File: src/rtl/gesture_pkg.sv
// Shared types and helpers for the tilt-gesture classifier.
// Gesture codes, FSM states and the saturating magnitude used by the candidate logic.
package gesture_pkg;

  localparam int AXIS_W = 16;

  typedef enum logic [2:0] {
    G_NONE  = 3'd0,
    G_LEFT  = 3'd1,
    G_RIGHT = 3'd2,
    G_UP    = 3'd3,
    G_DOWN  = 3'd4,
    G_PUSH  = 3'd5,
    G_PULL  = 3'd6
  } gesture_code_t;

  typedef enum logic [1:0] {
    ST_IDLE,
    ST_TRACK,
    ST_REPORT,
    ST_COOLDOWN
  } gesture_state_t;

  // |v| with the most negative value clamped to the largest positive one.
  function automatic logic [AXIS_W-1:0] abs_sat(input logic signed [AXIS_W-1:0] v);
    if (v == {1'b1, {(AXIS_W-1){1'b0}}})
      return {1'b0, {(AXIS_W-1){1'b1}}};
    else if (v[AXIS_W-1])
      return -v;
    else
      return v;
  endfunction

endpackage

File: src/rtl/axis_avg.sv
// Power-of-two moving average for one signed axis.
// A running sum tracks the history window so each update costs one add and one subtract.
module axis_avg
  import gesture_pkg::*;
#(
  parameter int AVG_LOG2 = 2
) (
  input  logic                     clk,
  input  logic                     rst,
  input  logic                     en,
  input  logic signed [AXIS_W-1:0] din,
  output logic signed [AXIS_W-1:0] dout
);

  localparam int DEPTH = 1 << AVG_LOG2;
  localparam int SUM_W = AXIS_W + AVG_LOG2;

  logic signed [AXIS_W-1:0] hist [DEPTH];
  logic signed [SUM_W-1:0]  sum;
  logic signed [SUM_W-1:0]  din_ext;
  logic signed [SUM_W-1:0]  old_ext;

  assign din_ext = din;
  assign old_ext = hist[DEPTH-1];

  // NOTE: the history is reset explicitly because early outputs average against zeros.
  always_ff @(posedge clk or posedge rst) begin
    if (rst) begin
      sum <= '0;
      for (int i = 0; i < DEPTH; i++) hist[i] <= '0;
    end else if (en) begin
      // NOTE: non-blocking so every history slot shifts from its pre-edge value.
      sum     <= sum + din_ext - old_ext;
      hist[0] <= din;
      for (int i = 1; i < DEPTH; i++) hist[i] <= hist[i-1];
    end
  end

  // Arithmetic shift rounds toward minus infinity.
  assign dout = AXIS_W'(sum >>> AVG_LOG2);

endmodule

File: src/rtl/gesture_detector.sv
// Sample capture, per-axis smoothing and a dwell/cooldown FSM that reports tilt gestures.
// Reports land two cycles after the accepting done_read edge.
module gesture_detector
  import gesture_pkg::*;
#(
  parameter logic [AXIS_W-1:0] THRESH   = 16'd4000,
  parameter int                AVG_LOG2 = 2,
  parameter int                DWELL    = 3,
  parameter int                COOLDOWN = 4
) (
  input  logic                     clk,
  input  logic                     rst,
  input  logic                     done_read,
  input  logic signed [AXIS_W-1:0] x_axis,
  input  logic signed [AXIS_W-1:0] y_axis,
  input  logic signed [AXIS_W-1:0] z_axis,
  output logic signed [AXIS_W-1:0] x_filt,
  output logic signed [AXIS_W-1:0] y_filt,
  output logic signed [AXIS_W-1:0] z_filt,
  output logic                     filt_valid,
  output logic                     gesture_valid,
  output logic [2:0]               gesture_code,
  output logic                     busy
);

  localparam int DW_W = $clog2(DWELL + 1);
  localparam int CD_W = (COOLDOWN > 0) ? $clog2(COOLDOWN + 1) : 1;

  logic done_read_q;
  logic armed;
  logic accept;

  // A done_read already high when reset releases must drop before it can count.
  assign accept = done_read & ~done_read_q & armed;

  always_ff @(posedge clk or posedge rst) begin
    if (rst) begin
      done_read_q <= 1'b0;
      armed       <= 1'b0;
      filt_valid  <= 1'b0;
    end else begin
      done_read_q <= done_read;
      filt_valid  <= accept;
      if (!done_read) armed <= 1'b1;
    end
  end

  axis_avg #(.AVG_LOG2(AVG_LOG2)) u_avg_x (.clk(clk), .rst(rst), .en(accept), .din(x_axis), .dout(x_filt));
  axis_avg #(.AVG_LOG2(AVG_LOG2)) u_avg_y (.clk(clk), .rst(rst), .en(accept), .din(y_axis), .dout(y_filt));
  axis_avg #(.AVG_LOG2(AVG_LOG2)) u_avg_z (.clk(clk), .rst(rst), .en(accept), .din(z_axis), .dout(z_filt));

  logic [AXIS_W-1:0] mag_x, mag_y, mag_z, best;
  gesture_code_t     cand;

  assign mag_x = abs_sat(x_filt);
  assign mag_y = abs_sat(y_filt);
  assign mag_z = abs_sat(z_filt);

  // Strict comparisons keep ties on the earlier axis.
  always_comb begin
    // NOTE: defaults first so no path leaves a variable unassigned (no latches).
    cand = G_NONE;
    best = '0;
    if (mag_x > THRESH) begin
      cand = x_filt[AXIS_W-1] ? G_LEFT : G_RIGHT;
      best = mag_x;
    end
    if (mag_y > THRESH && mag_y > best) begin
      cand = y_filt[AXIS_W-1] ? G_DOWN : G_UP;
      best = mag_y;
    end
    if (mag_z > THRESH && mag_z > best) begin
      cand = z_filt[AXIS_W-1] ? G_PULL : G_PUSH;
    end
  end

  gesture_state_t    state, state_n;
  gesture_code_t     code_q, code_n, code_out;
  logic [DW_W-1:0]   dwell, dwell_n, dwell_inc;
  logic [CD_W-1:0]   cd_cnt, cd_n;

  assign dwell_inc = (dwell == DW_W'(DWELL)) ? dwell : dwell + 1'b1;

  always_comb begin
    state_n = state;
    code_n  = code_q;
    dwell_n = dwell;
    cd_n    = cd_cnt;
    unique case (state)
      ST_IDLE: begin
        if (filt_valid && cand != G_NONE) begin
          code_n  = cand;
          dwell_n = DW_W'(1);
          state_n = (DWELL == 1) ? ST_REPORT : ST_TRACK;
        end
      end
      ST_TRACK: begin
        if (filt_valid) begin
          if (cand == G_NONE) begin
            state_n = ST_IDLE;
          end else if (cand == code_q) begin
            dwell_n = dwell_inc;
            if (dwell_inc == DW_W'(DWELL)) state_n = ST_REPORT;
          end else begin
            code_n  = cand;
            dwell_n = DW_W'(1);
          end
        end
      end
      ST_REPORT: begin
        cd_n    = CD_W'(COOLDOWN);
        state_n = ST_COOLDOWN;
      end
      ST_COOLDOWN: begin
        if (filt_valid) begin
          if (cd_cnt != '0)        cd_n    = cd_cnt - 1'b1;
          else if (cand == G_NONE) state_n = ST_IDLE;
        end
      end
      default: state_n = ST_IDLE;
    endcase
  end

  always_ff @(posedge clk or posedge rst) begin
    if (rst) begin
      state    <= ST_IDLE;
      code_q   <= G_NONE;
      code_out <= G_NONE;
      dwell    <= '0;
      cd_cnt   <= '0;
    end else begin
      state  <= state_n;
      code_q <= code_n;
      dwell  <= dwell_n;
      cd_cnt <= cd_n;
      if (state_n == ST_REPORT) code_out <= code_n;
    end
  end

  assign gesture_valid = (state == ST_REPORT);
  assign gesture_code  = code_out;
  assign busy          = (state != ST_IDLE);

endmodule

File: config.mk
export PLATFORM = sky130hd
export DESIGN_NAME = gesture_detector
export DESIGN_NICKNAME = d
export VERILOG_FILES = /design/src/rtl/gesture_pkg.sv /design/src/rtl/axis_avg.sv /design/src/rtl/gesture_detector.sv
export SDC_FILE = /design/constraint.sdc
export NUM_CORES = 1
export LEC_CHECK = 0
export CAP_MARGIN = 10
export CORE_ASPECT_RATIO = 1.5
export CORE_MARGIN = 3
export CORE_UTILIZATION = 65
export DETAILED_ROUTE_END_ITERATION = 10
export GPL_ROUTABILITY_DRIVEN = 0
export PLACE_DENSITY = 0.86
export SETUP_SLACK_MARGIN = 0.02
export SLEW_MARGIN = 20
export SYNTH_ARGS = -nofsm -noshare
export SYNTH_HDL_FRONTEND = slang
export SYNTH_SLANG_ARGS = --single-unit
File: constraint.sdc
create_clock -name clk -period 25.2 [get_ports clk]
set_clock_uncertainty 0.1 [all_clocks]
set_input_delay 5.04 -clock clk [delete_from_list [all_inputs] [get_ports clk]]
set_output_delay 5.04 -clock clk [all_outputs]
set_load 0.05 [all_outputs]
==> impl_metrics.py <==
metrics = {
    "hold_path": {
        "hold_class": "register to register",
    },
    "sta": {
        "fmax_mhz": 111,
        "slew_viol_final": 0,
        "grt_setup_unrepaired": "no",
        "maxSlewHeadroom_pct": 30.1,
        "tns_ns": 0,
        "tightest_slew_ns": 1.05,
        "finalSetupViolations": 0,
        "period_minus_slack_ns": 9.03,
        "fin_crit_sh_pct": 35.9,
        "hold_violations": 0,
    },
    "setup_path": {
        "critPathLaunchType": "register",
        "critPathSlowestCell": "or4_1",
        "critical_path_arrival_ns": 9.37,
        "cp_max_fo": 15,
        "setup.worst_path.end_class": "register",
        "path_common_cell": "ha_1",
        "max_stage_delay_ns": 0.55,
        "worstSetupPathType": "register to register",
        "crit_required_ns": 25.54,
    },
    "floorplanning": {
        "io_pins": 105,
        "core_um2": 25200,
        "rows": 71,
        "dieArea_um2": 27800,
        "die_h_um": 203,
        "die_x_um": 137,
        "initial_utilization_pct": 66.4,
    },
    "cts": {
        "clk_latency_ns": 0.55,
        "cts.sinks": 262,
        "ctsRootBufferMaster": "clkbuf_16",
        "cts_tree": "yes",
        "cts_buffers": 26,
        "ctsHoldBuffers": 0,
        "h-tree-depth": 1,
        "post-cts-setup-buffer-count": 0,
        "clkSlewWorstSetupHoldPaths_ns": 0.06,
        "clockBufferDepth": 3,
        "cts_repair_resize_count": 0,
    },
    "outcome": {
        "run_status": "completed",
    },
    "yosys": {
        "synthAdderAreaFrac_pct": 13.1,
        "syn_nets": 2225,
        "synth_enable_flop_cells": 0,
        "postSynthAreaPerCell_um2": 8.25,
        "ys_seq_area_share_pct": 39.2,
        "ys_async_sr_fraction_pct": 100,
        "synth_cell_type_count": 77,
        "synthTopCellsByCount": "nand2_1, dfrtp_1, inv_1",
        "yosys.area_share.simple_pct": 21.3,
        "yosys_register_bits": 262,
        "synth_top_cell_by_area": "dfrtp_1",
        "syn_area_um2": 16700,
        "synthTopCellsByArea": "dfrtp_1, nand2_1, ha_1",
        "synthCells": 2029,
        "synth_top_family_by_area": "simple AND/OR/NAND/NOR gates",
        "ys.flop_type": "dfrtp_1",
        "synth_compound_area_share_pct": 13.2,
        "synth-xor-area-share_pct": 3.19,
        "synthMuxAreaShare_pct": 0.478,
        "synth_top_area_share_pct": 39.2,
        "synth.most_common_cell": "nand2_1",
        "yosysWarnings": 0,
    },
    "finish": {
        "syn_to_final_growth_pct": 10.5,
        "register_area_um2": 6560,
        "drive_gt1_share_pct": 3.90,
        "fillers": 1880,
        "multiInputGateArea_um2": 8590,
        "antenna_cells": 0,
        "stdcell_area_um2": 18500,
        "fin_util_pct": 73.3,
        "nets": 2229,
    },
    "drt": {
        "via_per_inst": 5.77,
        "wl_mm": 38.9,
        "detail-route-antenna-nets": 0,
        "drtIter0Drc": 980,
        "wl_per_cell_um": 16.3,
        "drc_errors": 0,
        "via_count": 13700,
        "first_pass_iters": 7,
    },
    "global_routing": {
        "antenna_found_initial": 0,
        "grt_pass1_wl_mm": 65.3,
        "grt_overflow": 0,
        "grt_max_degree": 255,
        "grtUsageTotal_pct": 28.5,
        "grt_pass1_vias": 13700,
    },
    "place": {
        "port_buffers": 104,
        "placed_cell_area_um2": 17600,
        "dp_hpwl_mm": 27.5,
    },
    "run": {
        "cap_violations": 0,
    },
}
[cells by family after synthesis]
family	count (synthesis)
and+or+nand+nor	829
buffers and inverters	375
AOI/OAI and AO/OA	350
DFF	262
adders and majority gates	145
xor gates and xnor gates	61
muxes	7
[metal layers]
metal / global-route usage [%] / share of wire, %
met4: 14.2 / 5.6
met1: 33.8 / 38
met5: 0 / 0
met3: 3.87 / 5.0
met2: 50.3 / 51
[worst paths after layout]
kind                       cells after the start  slack (ns)             start                to
setup / recovery                              30       16.17    u_avg_x.sum[2]   gesture_code[1]
setup reg to reg                              30       16.17    u_avg_x.sum[2]   gesture_code[1]
min in group asynchronous                      2        4.97               rst  u_avg_z.hist[54]
hold reg to reg                                2        0.36  u_avg_z.hist[39]  u_avg_z.hist[23]
max in group asynchronous                      3       18.50               rst  u_avg_y.hist[44]
hold / removal                                 2        0.36  u_avg_z.hist[39]  u_avg_z.hist[23]
[layout make-up]
type | instances | share of cell area, %
multi-input combinational | 1392 | 46.4
sequential | 262 | 35.4
timing repair buffer | 109 | 5.90
inverter | 242 | 4.96
clock buffer | 37 | 4.18
tap | 328 | 2.22
clock inverter | 10 | 0.866
[worst max-delay path: cells and delay by family, from the launching register on]
| kind | cells | cell delay, ns |
|---|---|---|
| and+or+nand+nor | 12 | 3.81 |
| AOI/OAI and AO/OA | 12 | 2.57 |
| adders and majority gates | 3 | 1.06 |
| buffers and inverters | 2 | 0.51 |
| DFF | 1 | 0.50 |
| muxes | 1 | 0.35 |
[metrics by stage]
| step | setup slack, ns | instances | hold slack [ns] |
|---|---|---|---|
| 2_1_floorplan | 12.85 | 2029 | 0.335 |
| 3_3_place_gp | 16.04 | 2333 | 0.344 |
| 3_5_place_dp | 15.91 | 2333 | 0.352 |
| 4_1_cts | 16.39 | 2380 | 0.368 |
| 5_1_grt | 15.70 | 2380 | 0.376 |
| 6_report | 16.17 | 2380 | 0.364 |
[state kept, by name, summed over array words and instances, names as in the netlist]
name          count
u_avg_y.sum      18
armed             1
state             2
u_avg_z.hist     64
u_avg_x.hist     64
u_avg_y.hist     64
cd_cnt            3
done_read_q       1
u_avg_z.sum      18
filt_valid        1
gesture_code      3
code_q            3
u_avg_x.sum      18
dwell             2
[placed cells by master (no fill, tap or decap), drive strengths merged, types with 16 or more instances in the layout]
cell           netlist  layout
clkbuf              74      37
ha                  94      94
nor2                57      57
and3                16      16
dfrtp              262     262
o21ai              142     142
inv                242     243
o31ai               27      27
a21oi               54      54
fa                  51      51
nor3                34      34
xnor2               46      46
a21o                24      24
clkdlybuf4s50        0     104
nand3               23      23
nand2              600     600
Power is left out: the tool's default activity adds up to more than one toggle a clock period on the data nets, which glitch-free logic cannot reach.
